File: src/rtl/dma_descriptor_scheduler_pkg.sv
// Shared types and helpers for the DMA descriptor scheduler.
package dma_sched_pkg;

    localparam int unsigned PRI_W        = 2;
    localparam int unsigned MAX_PRI_LVLS = 4;
    localparam int unsigned CNT_W        = 9;
    localparam int unsigned WAIT_W       = 10;

    typedef enum logic [2:0] {
        S_IDLE,
        S_ARB,
        S_GRANT,
        S_ACTIVE,
        S_RELEASE
    } state_t;

    function automatic logic [7:0] budget_of(input logic [PRI_W-1:0] level,
                                             input logic [7:0] b0, input logic [7:0] b1,
                                             input logic [7:0] b2, input logic [7:0] b3);
        case (level)
            2'd0:    return b0;
            2'd1:    return b1;
            2'd2:    return b2;
            default: return b3;
        endcase
    endfunction

endpackage

File: src/rtl/dma_descriptor_scheduler_if.sv
// Request/grant/beat handshake between requesters, scheduler and transfer datapath.
interface dma_descriptor_scheduler_if #(
    parameter int unsigned NUM_CH = 4
) ();
    localparam int unsigned CH_W = $clog2(NUM_CH);

    logic [NUM_CH-1:0]   req;
    logic [2*NUM_CH-1:0] req_pri;
    logic                grant_valid;
    logic                grant_ready;
    logic [CH_W-1:0]     grant_ch;
    logic [7:0]          grant_len;
    logic                beat;
    logic                xfer_done;
    logic                slice_end;
    logic                done_ch_vld;
    logic [CH_W-1:0]     done_ch;
    logic                busy;

    modport master (
        input  req, req_pri, grant_ready, beat, xfer_done,
        output grant_valid, grant_ch, grant_len, slice_end, done_ch_vld, done_ch, busy
    );

    modport slave (
        output req, req_pri, grant_ready, beat, xfer_done,
        input  grant_valid, grant_ch, grant_len, slice_end, done_ch_vld, done_ch, busy
    );
endinterface

File: src/rtl/dma_descriptor_scheduler_rr_pick.sv
// Combinational round-robin picker: first set mask bit at or after ptr, wrapping.
module dma_sched_rr_pick #(
    parameter int unsigned NUM_CH = 4,
    localparam int unsigned CH_W  = $clog2(NUM_CH)
) (
    input  logic [NUM_CH-1:0] mask,
    input  logic [CH_W-1:0]   ptr,
    output logic [NUM_CH-1:0] onehot,
    output logic [CH_W-1:0]   idx,
    output logic              found
);
    logic [CH_W:0] pos;

    always_comb begin
        onehot = '0;
        idx    = '0;
        found  = 1'b0;
        pos    = '0;
        for (int unsigned k = 0; k < NUM_CH; k++) begin
            pos = {1'b0, ptr} + (CH_W+1)'(k);
            if (pos >= (CH_W+1)'(NUM_CH)) pos = pos - (CH_W+1)'(NUM_CH);
            if (!found && mask[pos[CH_W-1:0]]) begin
                found                  = 1'b1;
                idx                    = pos[CH_W-1:0];
                onehot[pos[CH_W-1:0]] = 1'b1;
            end
        end
    end
endmodule

File: src/rtl/dma_descriptor_scheduler.sv
// Time-sliced strict-priority / round-robin scheduler for the shared DMA datapath.
// Optional starvation promotion: define DMA_SCHED_STARVE_PROMOTE_EN.
module dma_descriptor_scheduler
    import dma_sched_pkg::*;
#(
    parameter int unsigned NUM_CH             = 4,
    parameter int unsigned NUM_PRI_LVLS       = 1,
    parameter int unsigned PRI_0_NUM_OF_BEATS = 255,
    parameter int unsigned PRI_1_NUM_OF_BEATS = 127,
    parameter int unsigned PRI_2_NUM_OF_BEATS = 63,
    parameter int unsigned PRI_3_NUM_OF_BEATS = 31,
    parameter int unsigned STARVE_LIMIT       = 1023
) (
    input logic                        clk,
    input logic                        rst,
    dma_descriptor_scheduler_if.master bus
);
    localparam int unsigned CH_W = $clog2(NUM_CH);

    if (NUM_CH < 2 || NUM_CH > 32 || NUM_PRI_LVLS < 1 || NUM_PRI_LVLS > MAX_PRI_LVLS ||
        PRI_0_NUM_OF_BEATS > 255 || PRI_1_NUM_OF_BEATS > 255 || PRI_2_NUM_OF_BEATS > 255 ||
        PRI_3_NUM_OF_BEATS > 255 || STARVE_LIMIT > 1023) begin : g_param_check
        $error("dma_descriptor_scheduler: parameter out of range");
    end

    state_t state, state_nx;

    logic [CH_W-1:0]   grant_ch_q;
    logic [7:0]        grant_len_q;
    logic [PRI_W-1:0]  arb_lvl_q;
    logic [CNT_W-1:0]  beat_cnt;
    logic              slice_end_q;
    logic              done_vld_q;
    logic [CH_W-1:0]   done_ch_q;
    logic [CH_W-1:0]   rr_ptr [MAX_PRI_LVLS];

    logic [PRI_W-1:0]  own_lvl [NUM_CH];
    logic [PRI_W-1:0]  arb_lvl [NUM_CH];
    logic [PRI_W-1:0]  pri;

    logic [NUM_CH-1:0]       lvl_onehot [MAX_PRI_LVLS];
    logic [CH_W-1:0]         lvl_idx    [MAX_PRI_LVLS];
    logic [MAX_PRI_LVLS-1:0] lvl_found;

    logic              win_found;
    logic [PRI_W-1:0]  win_lvl;
    logic [PRI_W-1:0]  win_pri;
    logic [CH_W-1:0]   win_ch;
    logic [NUM_CH-1:0] win_onehot;

    logic any_req;
    logic last_beat;
    logic busy_int;

    assign any_req   = |bus.req;
    assign last_beat = (beat_cnt == {1'b0, grant_len_q});
    assign busy_int  = (state == S_GRANT) || (state == S_ACTIVE);

    always_comb begin
        pri = '0;
        for (int unsigned i = 0; i < NUM_CH; i++) begin
            pri        = bus.req_pri[PRI_W*i +: PRI_W];
            own_lvl[i] = ({1'b0, pri} >= 3'(NUM_PRI_LVLS)) ? PRI_W'(NUM_PRI_LVLS - 1) : pri;
        end
    end

`ifdef DMA_SCHED_STARVE_PROMOTE_EN
    logic [WAIT_W-1:0] wait_cnt [NUM_CH];
    logic [NUM_CH-1:0] starved;

    always_ff @(posedge clk) begin
        if (rst) begin
            for (int unsigned i = 0; i < NUM_CH; i++) wait_cnt[i] <= '0;
        end else begin
            for (int unsigned i = 0; i < NUM_CH; i++) begin
                if (state == S_ARB && win_onehot[i])
                    wait_cnt[i] <= '0;
                else if (bus.req[i] && !(busy_int && grant_ch_q == CH_W'(i)) &&
                         wait_cnt[i] < WAIT_W'(STARVE_LIMIT))
                    wait_cnt[i] <= wait_cnt[i] + 1'b1;
            end
        end
    end

    // A starved channel competes at level 0 but its budget still follows own_lvl.
    always_comb begin
        starved = '0;
        for (int unsigned i = 0; i < NUM_CH; i++) begin
            starved[i] = (wait_cnt[i] >= WAIT_W'(STARVE_LIMIT));
            arb_lvl[i] = starved[i] ? '0 : own_lvl[i];
        end
    end
`else
    always_comb begin
        for (int unsigned i = 0; i < NUM_CH; i++) arb_lvl[i] = own_lvl[i];
    end
`endif

    for (genvar l = 0; l < MAX_PRI_LVLS; l++) begin : g_lvl
        if (l < NUM_PRI_LVLS) begin : g_on
            logic [NUM_CH-1:0] mask;
            always_comb begin
                mask = '0;
                for (int unsigned i = 0; i < NUM_CH; i++)
                    mask[i] = bus.req[i] && (arb_lvl[i] == PRI_W'(l));
            end
            dma_sched_rr_pick #(.NUM_CH(NUM_CH)) u_pick (
                .mask   (mask),
                .ptr    (rr_ptr[l]),
                .onehot (lvl_onehot[l]),
                .idx    (lvl_idx[l]),
                .found  (lvl_found[l])
            );
        end else begin : g_off
            assign lvl_onehot[l] = '0;
            assign lvl_idx[l]    = '0;
            assign lvl_found[l]  = 1'b0;
        end
    end

    always_comb begin
        win_found  = 1'b0;
        win_lvl    = '0;
        win_ch     = '0;
        win_onehot = '0;
        win_pri    = '0;
        for (int unsigned l = 0; l < MAX_PRI_LVLS; l++) begin
            if (!win_found && lvl_found[l]) begin
                win_found  = 1'b1;
                win_lvl    = PRI_W'(l);
                win_ch     = lvl_idx[l];
                win_onehot = lvl_onehot[l];
            end
        end
        for (int unsigned i = 0; i < NUM_CH; i++)
            if (win_onehot[i]) win_pri = own_lvl[i];
    end

    always_comb begin
        state_nx = state;
        case (state)
            S_IDLE:    if (any_req) state_nx = S_ARB;
            S_ARB:     state_nx = win_found ? S_GRANT : S_IDLE;
            S_GRANT:   if (bus.grant_ready) state_nx = S_ACTIVE;
            S_ACTIVE:  if (bus.xfer_done || (bus.beat && last_beat)) state_nx = S_RELEASE;
            S_RELEASE: state_nx = any_req ? S_ARB : S_IDLE;
            default:   state_nx = S_IDLE;
        endcase
    end

    always_ff @(posedge clk) begin
        if (rst) begin
            state       <= S_IDLE;
            grant_ch_q  <= '0;
            grant_len_q <= '0;
            arb_lvl_q   <= '0;
            beat_cnt    <= '0;
            slice_end_q <= 1'b0;
            done_vld_q  <= 1'b0;
            done_ch_q   <= '0;
            for (int unsigned l = 0; l < MAX_PRI_LVLS; l++) rr_ptr[l] <= '0;
        end else begin
            state       <= state_nx;
            slice_end_q <= 1'b0;
            done_vld_q  <= 1'b0;
            case (state)
                S_ARB: if (win_found) begin
                    grant_ch_q  <= win_ch;
                    arb_lvl_q   <= win_lvl;
                    grant_len_q <= budget_of(win_pri, 8'(PRI_0_NUM_OF_BEATS), 8'(PRI_1_NUM_OF_BEATS),
                                             8'(PRI_2_NUM_OF_BEATS), 8'(PRI_3_NUM_OF_BEATS));
                end
                S_GRANT: if (bus.grant_ready) beat_cnt <= '0;
                S_ACTIVE: begin
                    if (bus.beat && beat_cnt != '1) beat_cnt <= beat_cnt + 1'b1;
                    if (bus.xfer_done) begin
                        done_vld_q <= 1'b1;
                        done_ch_q  <= grant_ch_q;
                    end else if (bus.beat && last_beat) begin
                        slice_end_q <= 1'b1;
                    end
                end
                S_RELEASE:
                    rr_ptr[arb_lvl_q] <= (grant_ch_q == CH_W'(NUM_CH - 1)) ? '0 : grant_ch_q + 1'b1;
                default: ;
            endcase
        end
    end

    assign bus.grant_valid = (state == S_GRANT);
    assign bus.busy        = busy_int;
    assign bus.grant_ch    = grant_ch_q;
    assign bus.grant_len   = grant_len_q;
    assign bus.slice_end   = slice_end_q;
    assign bus.done_ch_vld = done_vld_q;
    assign bus.done_ch     = done_ch_q;
endmodule

File: src/flat_wrapper.sv
// flat-port wrapper written by rule: the top's interface ports become plain ports
module dma_descriptor_scheduler_flat import dma_sched_pkg::*;
#(
    parameter int unsigned NUM_CH             = 4,
    parameter int unsigned NUM_PRI_LVLS       = 1,
    parameter int unsigned PRI_0_NUM_OF_BEATS = 255,
    parameter int unsigned PRI_1_NUM_OF_BEATS = 127,
    parameter int unsigned PRI_2_NUM_OF_BEATS = 63,
    parameter int unsigned PRI_3_NUM_OF_BEATS = 31,
    parameter int unsigned STARVE_LIMIT       = 1023
)
  (clk, rst, bus_req, bus_req_pri, bus_grant_ready, bus_beat, bus_xfer_done, bus_grant_valid, bus_grant_ch, bus_grant_len, bus_slice_end, bus_done_ch_vld, bus_done_ch, bus_busy);
  dma_descriptor_scheduler_if #(.NUM_CH(NUM_CH)) bus_i ();
  input logic clk;
  input logic rst;
  input wire logic [$bits(bus_i.req)-1:0] bus_req;
  input wire logic [$bits(bus_i.req_pri)-1:0] bus_req_pri;
  input wire logic [$bits(bus_i.grant_ready)-1:0] bus_grant_ready;
  input wire logic [$bits(bus_i.beat)-1:0] bus_beat;
  input wire logic [$bits(bus_i.xfer_done)-1:0] bus_xfer_done;
  output wire logic [$bits(bus_i.grant_valid)-1:0] bus_grant_valid;
  output wire logic [$bits(bus_i.grant_ch)-1:0] bus_grant_ch;
  output wire logic [$bits(bus_i.grant_len)-1:0] bus_grant_len;
  output wire logic [$bits(bus_i.slice_end)-1:0] bus_slice_end;
  output wire logic [$bits(bus_i.done_ch_vld)-1:0] bus_done_ch_vld;
  output wire logic [$bits(bus_i.done_ch)-1:0] bus_done_ch;
  output wire logic [$bits(bus_i.busy)-1:0] bus_busy;
  assign bus_i.req = bus_req;
  assign bus_i.req_pri = bus_req_pri;
  assign bus_i.grant_ready = bus_grant_ready;
  assign bus_i.beat = bus_beat;
  assign bus_i.xfer_done = bus_xfer_done;
  assign bus_grant_valid = bus_i.grant_valid;
  assign bus_grant_ch = bus_i.grant_ch;
  assign bus_grant_len = bus_i.grant_len;
  assign bus_slice_end = bus_i.slice_end;
  assign bus_done_ch_vld = bus_i.done_ch_vld;
  assign bus_done_ch = bus_i.done_ch;
  assign bus_busy = bus_i.busy;
  dma_descriptor_scheduler #(.NUM_CH(NUM_CH), .NUM_PRI_LVLS(NUM_PRI_LVLS), .PRI_0_NUM_OF_BEATS(PRI_0_NUM_OF_BEATS), .PRI_1_NUM_OF_BEATS(PRI_1_NUM_OF_BEATS), .PRI_2_NUM_OF_BEATS(PRI_2_NUM_OF_BEATS), .PRI_3_NUM_OF_BEATS(PRI_3_NUM_OF_BEATS), .STARVE_LIMIT(STARVE_LIMIT)) u_core (.clk(clk), .rst(rst), .bus(bus_i));
endmodule
File: config.mk
export PLATFORM = sky130hd
export DESIGN_NAME = dma_descriptor_scheduler_flat
export DESIGN_NICKNAME = d
export VERILOG_FILES = /design/src/rtl/dma_descriptor_scheduler_pkg.sv /design/src/rtl/dma_descriptor_scheduler_if.sv /design/src/rtl/dma_descriptor_scheduler_rr_pick.sv /design/src/rtl/dma_descriptor_scheduler.sv /design/src/flat_wrapper.sv
export SDC_FILE = /design/constraint.sdc
export NUM_CORES = 1
export LEC_CHECK = 0
export ABC_AREA = 1
export CAP_MARGIN = 10
export CORE_ASPECT_RATIO = 0.75
export CORE_MARGIN = 3
export CORE_UTILIZATION = 45
export DETAILED_ROUTE_END_ITERATION = 8
export PLACE_DENSITY_LB_ADDON = 0.25
export RECOVER_POWER = 50
export SYNTH_ARGS = -nofsm -noshare
export SYNTH_HDL_FRONTEND = slang
export SYNTH_SLANG_ARGS = --single-unit
File: constraint.sdc
create_clock -name clk -period 1.7 [get_ports clk]
set_input_delay 0.17 -clock clk [delete_from_list [all_inputs] [get_ports clk]]
set_output_delay 0.17 -clock clk [all_outputs]
set_load 0.02 [all_outputs]
==> metrics <==
H-tree depth=1; post-layout util=0.634; simple-gate share of the synthesized area=0.377; synthesized flop and latch total=24; Slew @ Worst Pin=around 510 ps; ys flop type=dfxtp_1; CP Data Arrival Time=~1800 ps; later-pin clock latency in the skew report=between 200 and 300 ps; final period utilization=0.967; cell area after synthesis=1450 sq um; num rows=17; Power Internal=1.18 mW; Seq/Total Area, Yosys=0.346; Vias/cell=4.86; grt ovf=0; Sw Ratio=0.350; I/O Buffers=24; CTS tree=yes; Die ar.=3940 sq um; drc violations=0; root buffer cell=clkbuf_8; Critical Path RT=around 1900 ps; P_sw=0.636 mW; CTS Hold Bufs=0; max-slew violations=0; CTS sink cnt=24; max cap viols=0; logic gate share of total power=0.375; Die W=about 71 um; Layout Nets=267; Final min period=1640 ps; CP endpoint kind=register; Syn Area/Cell=7.03 sq um; clock-pin slew on the worst setup and hold paths=80 ps; Pwr Density=955 nW/um^2; Syn-to-layout area delta=31.4%; Synth top area share=0.304; Hold WC Path Type=register to register; initial antenna violation count=0; core region area=3000 sq um; drt total wl=3.28 mm; Setup Skew=around 0.77 ps; Compound-Gate Fraction of Synth Area=0.119; Synth top cells by count=46 x nand2_1, 26 x nor2_1, 25 x inv_1; DRT iter0 DRCs=87; warnings from Yosys=0; DP Area=1790 sq um; starting density of the core=0.483; RSZ-0062 raised after global routing=yes; reg2reg setup slack=60 ps; Synth area leaders=dfxtp_1 30%, nand2_1 12%, nor2_1 6.7%; largest family of logic cells by synthesized area=simple AND/OR/NAND/NOR gates; adder-cell share of the synthesized area=0.0346; Placer Congestion=just under 0.9; Slew headroom=0.660; leakage=0.827 nW; ys async rst share=0; Cells after Synth=206; syn_nets=227; synth unique cells=32; first-pass GRT wire length=around 5.4 mm; Critical Setup Path Class=register to register; status=finished clean; setup violators final=0; Final Hold Vio Count=0; share of cells above drive strength 1=0.212; CTS buffer count=3; Clock power frac=0.241; post-synthesis mux area share=0; largest fanout on the critical path=5; Hold Slack=466 ps; GRT Util Overall=0.176; I/O pin count=33; DRT antenna net count=0; Reg power frac=0.384; top-count cell post-synth=nand2_1; number of global-route vias before repair=1161; CTS Buffer Depth=2; post-synth top area cell=dfxtp_1; post-route cell area=about 1900 sq um; largest net degree at the start of global routing=15; Peak VDD IR=approximately 0.7 mV; Post-synth EDFFs=2; Max Clk Rate=608 MHz; wire length per cell=11.6 um; DIE HEIGHT=55.1 um; ant diodes=0; Via Count=between 1k and 1.5k; Post-Synth XOR/XNOR Area=0.0121; Detailed Place HPWL=2.57 mm; Setup crit start kind=register; TritonRoute pass-1 iters=4
-- layout by cell type (no fill, tap or decap), types with 3 or more instances in the layout --
cell	count
nor2_4	5
dlygate4sd3_1	8
dfxtp_1	20
nand3_1	15
nand2_2	7
a21oi_2	3
clkdlybuf4s50_1	15
clkbuf_8	3
o21ai_0	4
inv_2	5
o21ai_1	3
nand4_1	3
inv_1	25
nand2_1	45
a21oi_1	11
nor2_1	27
buf_4	15
-- final timing paths --
path	start	endpoint	cells past startpoint
max	u_core.beat_cnt[0]	u_core.beat_cnt[7]	11
min	u_core.bus.done_ch[0]	u_core.bus.done_ch[0]	2
max reg2reg	u_core.beat_cnt[0]	u_core.beat_cnt[7]	11
min reg2reg	u_core.bus.done_ch[0]	u_core.bus.done_ch[0]	2
-- layout make-up --
| type | count | area (sq um) |
|---|---|---|
| Timing Repair Buffer | 41 | 359 |
| Clock buffer | 4 | 66.3 |
| Fill cell | 274 | 1100 |
| Tap cell | 38 | 47.5 |
| Inverter | 30 | 113 |
| Multi-Input combinational cell | 146 | 813 |
| Sequential cell | 24 | 503 |
-- routing by layer --
| metal | vias to the layer above | global-route usage | share of wire |
|---|---|---|---|
| met5 | - | 0 | 0 |
| li1 | 731 | - | - |
| met3 | 2 | 0.0433 | 0.054 |
| met1 | 607 | 0.254 | 0.51 |
| met2 | 34 | 0.276 | 0.43 |
| met4 | 0 | 0.0188 | 0.0040 |
-- state kept, by name, indices dropped and copies added, names as in the netlist --
name and flops:
u_core.beat_cnt 9, u_core.bus.done_ch 2, u_core.bus.grant_len 4, u_core.bus.slice_end 1, u_core.bus.grant_ch 2, u_core.state 3
u_core.bus.done_ch_vld 1, u_core.rr_ptr 2
-- worst max-delay path: stages (launching register included) --
cell     delay [ps]
dfxtp_2         340
ha_4            160
nand2_2          70
nor3_2           50
ha_2            170
o21ai_2         110
nand2_2          80
nor2_4          190
buf_4           160
nand3_4          60
o21ai_2         130
a21oi_2          40
-- cells by family (layout without fill, tap and decap cells) --
logic type	count (synthesis)	in the layout
AO/OA/AOI/OAI	28	28
XOR/XNOR	2	2
adder cells (fa/ha/maj)	4	4
buffers and inverters	36	75
flip-flops	24	24
AND/OR/NAND/NOR	112	112
-- through the flow --
| step | setup TNS, ps | power, mW | setup WS [ps] | instances |
|---|---|---|---|---|
| 2_1_floorplan | 0 | 1.14 | 7.22 | 206 |
| 4_1_cts | 0 | 1.82 | 6.65 | 280 |
| 3_5_place_dp | -77.3 | 1.37 | -37.9 | 276 |
| 6_report | 0 | 1.82 | 56.2 | 283 |
| 5_1_grt | -117 | 1.94 | -41.1 | 283 |
| 3_3_place_gp | -55.2 | 1.37 | -34.3 | 276 |
-- power by group through the flow --
stage	clock network, mW	logic, mW	registers (mW)
after floorplan	0	0.401	0.738
after global placement	0	0.663	0.702
after detailed placement	0	0.671	0.702
after CTS	0.448	0.673	0.696
after global routing	0.475	0.755	0.710
final	0.439	0.681	0.697
-- timing repair --
action,in CTS,in global routing
setup buffers,0,3
pin swaps,5,4
resized for setup,5,5
endpoints found under the setup margin,8,8
Power figures use the tool's default switching activity.
